==> config.mk <==
export PLATFORM = sky130hd
export DESIGN_NAME = controle_magnetron
export DESIGN_NICKNAME = d
export VERILOG_FILES = /design/src/rtl/controle_magnetron.sv
export SDC_FILE = /design/constraint.sdc
export NUM_CORES = 1
export LEC_CHECK = 0
export ABC_AREA = 1
export BUFFER_PORTS_ARGS = -buffer_cell sky130_fd_sc_hd__buf_4
export CAP_MARGIN = 40
export CORE_AREA = 2 2 39 41
export CTS_CLUSTER_DIAMETER = 30
export CTS_CLUSTER_SIZE = 8
export DETAILED_ROUTE_END_ITERATION = 7
export DIE_AREA = 0 0 41 43
export GPL_TIMING_DRIVEN = 0
export PLACE_DENSITY = 0.6
export SLEW_MARGIN = 20
export SYNTH_ARGS = -nofsm -noshare
export SYNTH_HDL_FRONTEND = slang
export SYNTH_SLANG_ARGS = --single-unit
==> constraint.sdc <==
create_clock -name clk -period 2.1 [get_ports clk]
set_input_delay 0.105 -clock clk [delete_from_list [all_inputs] [get_ports clk]]
set_output_delay 0.105 -clock clk [all_outputs]
set_load 0.05 [all_outputs]
==> src/rtl/controle_magnetron.sv <==
// Microwave magnetron controller: synchronizes the front-panel buttons and interlocks,
// then drives a one-cycle set pulse, a reset hold level and the on/off state.
module controle_magnetron (
  input  logic clk,
  input  logic rst,
  input  logic startn,
  input  logic stopn,
  input  logic clearn,
  input  logic door_closed,
  input  logic timer_done,
  output logic set,
  output logic reset,
  output logic mag_on
);

  // Bit order: {timer_done, door_closed, clearn, stopn, startn}; reset values are the idle levels.
  localparam logic [4:0] SYNC_INIT = 5'b00111;

  typedef enum logic {
    ST_OFF = 1'b0,
    ST_ON  = 1'b1
  } state_t;

  logic [4:0] w_async_in;
  logic [4:0] r_sync1;
  logic [4:0] r_sync2;
  logic       r_startn_prev;

  logic w_startn_s;
  logic w_stopn_s;
  logic w_clearn_s;
  logic w_door_closed_s;
  logic w_timer_done_s;
  logic w_kill;
  logic w_start_press;

  state_t r_state;
  state_t w_state_next;
  logic   w_set_next;
  logic   r_set;
  logic   r_reset;

  assign w_async_in = {timer_done, door_closed, clearn, stopn, startn};

  always_ff @(posedge clk or posedge rst) begin
    if (rst) begin
      r_sync1       <= SYNC_INIT;
      r_sync2       <= SYNC_INIT;
      r_startn_prev <= 1'b1;
    end else begin
      r_sync1       <= w_async_in;
      r_sync2       <= r_sync1;
      r_startn_prev <= r_sync2[0];
    end
  end

  assign w_startn_s      = r_sync2[0];
  assign w_stopn_s       = r_sync2[1];
  assign w_clearn_s      = r_sync2[2];
  assign w_door_closed_s = r_sync2[3];
  assign w_timer_done_s  = r_sync2[4];

  // Any interlock or stop request overrides a start press in the same cycle.
  assign w_kill        = ~w_stopn_s | ~w_clearn_s | ~w_door_closed_s | w_timer_done_s;
  assign w_start_press = r_startn_prev & ~w_startn_s;

  always_comb begin
    w_state_next = r_state;
    w_set_next   = 1'b0;
    case (r_state)
      ST_OFF: begin
        if (w_start_press && !w_kill) begin
          w_state_next = ST_ON;
          w_set_next   = 1'b1;
        end
      end
      ST_ON: begin
        if (w_kill) begin
          w_state_next = ST_OFF;
        end
      end
      default: begin
        w_state_next = ST_OFF;
      end
    endcase
  end

  always_ff @(posedge clk or posedge rst) begin
    if (rst) begin
      r_state <= ST_OFF;
      r_set   <= 1'b0;
      r_reset <= 1'b0;
    end else begin
      r_state <= w_state_next;
      r_set   <= w_set_next;
      r_reset <= w_kill;
    end
  end

  assign set    = r_set;
  assign reset  = r_reset;
  assign mag_on = (r_state == ST_ON);

endmodule

==> impl_metrics.tcl <==
set metrics [dict create \
    r2r_cells 4 \
    critPathMaxStageDelay_ns 0.40 \
    synth_top_area_frac 0.448 \
    r2r_slack_ns 1.25 \
    worst_pin_slew_ns 0.490 \
    rsz0062_at_grt "false" \
    die_x_um 41 \
    dr.pass1.iters 4 \
    synth_warnings 0 \
    grt_pass1_vias 211 \
    die_y_um 43 \
    synth_largest_area_cell "dfstp_2" \
    dieArea_um2 1760 \
    routed-wl-met2_um 301 \
    syn_area_um2 410 \
    cp.depth 1 \
    yosys-top-cells-count "7 x dfrtp_1, 7 x dfstp_2, 4 x inv_1" \
    cts_tree "yes" \
    slew_headroom 0.673 \
    post-route-min-period_ns 0.966 \
    ctsResizeCount 0 \
    numCtsBuffers 3 \
    critPathSlowestCell "dfrtp_1" \
    p_leak_nw 0.284 \
    r2r-end "mag_on" \
    io_pins 10 \
    sw_frac_of_total 0.187 \
    crit_type "reg -> out" \
    antenna_found_initial 0 \
    cts_hold_buf 6 \
    clock_latency_ns 0.27 \
    hpwlAfterDp_um 367 \
    p_sw_w 0.0000942 \
    grt_first_pass_wirelength_um 903 \
    track_usage 0.0907 \
    ys_async_sr_fraction 1.00 \
    fmax_ghz 1.04 \
    detail_route.wl_per_cell_um 8.48 \
    layout-drive-gt1-share 0.489 \
    layout.nets 53 \
    route.antenna.remaining_nets 0 \
    synth_seq_cells 14 \
    drv_cap 0 \
    cts_max_path_buffers 2 \
    cts_sinks 14 \
    drtIter0Drc 3 \
    finalHoldViolCount 0 \
    worstHoldPathType "reg -> reg" \
    htreeDepth 1 \
    ir_drop_mv 0.388 \
    top_layer_used "met3" \
    status "completed" \
    routed_via_density 3.80 \
    syn_inst 26 \
    cp_top_family "flip-flops" \
    antenna_cells 0 \
    wl_met1_um 175 \
    gp_congestion 0.636 \
    critPathLaunch "mag_on" \
    crit_arrival_ns 0.86 \
    syn2layout_area_growth_pct 44.8 \
    clkTransAtPathRegs_ns 0.08 \
    grt-ovfl-total 0 \
    slew_violations 0 \
    synthFlopType "dfstp_2" \
    yosysSeqAreaShare 0.875 \
    core_area_um2 1380 \
    tns_ns 0 \
    synth-edff-count 0 \
    p_comb_frac 0.063 \
    initial_core_util 0.297 \
    grt_max_degree 15 \
    cts_root_buffer "clkbuf_4" \
    syn_avg_cell_area_um2 15.8 \
    yosys-top-cells-area "dfstp_2 45%, dfrtp_1 43%, inv_1 3.7%" \
    hold_slack_ns 0.345 \
    power_density_nw_per_um2 847 \
    intPower_w 0.000409 \
    io_buffers 9 \
    std_cell_rows 14 \
    timing.final.crit_share 0.460 \
    worst-path-buf-inv 1 \
    post-cts-setup-buffers 0 \
    worst-path-max-fanout 3 \
    wl_met3_um 40 \
    crit_path_start_kind "register" \
    crit_end "mag_on" \
    syn-num-nets 33 \
    num_vias 232 \
    timing.rr.start "r_sync2[1]" \
    p_total_w 0.000503 \
    clock_skew_ns 0.00455 \
    synth.distinct_cells 8 \
    cp-end-kind "output pin" \
    power_frac_seq 0.576 \
    setup_viol 0 \
    worstPathCellList "buf_4" \
    clockPowerShare 0.361 \
    drt-total-wl_um 517 \
    remaining_drc_errors 0 \
    required_ns 2.00 \
]
## worst min-delay path by stage
| stage | start | to | slack (ns) | cells after the start |
|---|---|---|---|---|
| after floorplan | rst | mag_on | -0.01 | 1 |
| after global placement | rst | r_sync1[4] | 0.14 | 2 |
| after detailed placement | rst | r_sync1[3] | 0.16 | 2 |
| after CTS | r_sync1[3] | r_sync2[3] | 0.35 | 0 |
| after global routing | r_sync1[3] | r_sync2[3] | 0.36 | 0 |
| final | r_sync1[3] | r_sync2[3] | 0.34 | 0 |
## stage by stage
| step | setup slack (ns) | util | cell area, um^2 | instances |
|---|---|---|---|---|
| 6_report | 1.13 | 0.429 | 594 | 61 |
| 5_1_grt | 1.09 | 0.429 | 594 | 61 |
| 4_1_cts | 1.11 | 0.429 | 594 | 61 |
| 3_5_place_dp | 1.24 | 0.360 | 498 | 51 |
| 3_3_place_gp | 1.27 | 0.360 | 498 | 51 |
| 2_1_floorplan | 1.20 | - | 410 | 26 |
## sequential cells by signal, indices dropped and copies added, names as in the netlist
register	cells
r_sync1	5
r_sync2	5
mag_on	1
r_startn_prev	1
reset	1
set	1
## layer usage
layer	up-vias	global-route usage
li1	114	-
met4	0	0.100
met1	109	0.0982
met5	-	0
met2	9	0.113
met3	0	0.0471
## cell type report
cell class,instances,area (um^2)
Fill cell,141,790
Sequential cell,14,359
Timing Repair Buffer,15,128
Multi-Input combinational cell,8,36.3
Clock buffer,4,36.3
Tap cell,16,20.0
Inverter,4,15.0
## power groups by stage
stage / clock (W) / combinational [W] / sequential, W
CTS: 0.000193 / 0.0000322 / 0.000290
detailed placement: 0 / 0.0000235 / 0.000295
global route: 0.000210 / 0.0000354 / 0.000292
finish: 0.000182 / 0.0000317 / 0.000290
global placement: 0 / 0.0000222 / 0.000294
floorplan: 0 / 0.00000855 / 0.000297
## layout by cell type, fill, tap and decap left out
cell type,n
inv_1,4
nor2_1,3
nor2_2,1
buf_4,9
a21oi_1,1
dfstp_2,7
clkbuf_8,1
nand2_1,2
nand2_2,1
dlygate4sd3_1,6
dfrtp_1,7
clkbuf_4,3
## logic make-up after synthesis
| kind of cell | share of synthesized area |
|---|---|
| AND/OR/NAND/NOR | 0.0762 |
| AO/OA/AOI/OAI | 0.0122 |
| flip-flops | 0.875 |
| buffers and inverters | 0.0366 |
(Power assumes the default switching activity.)
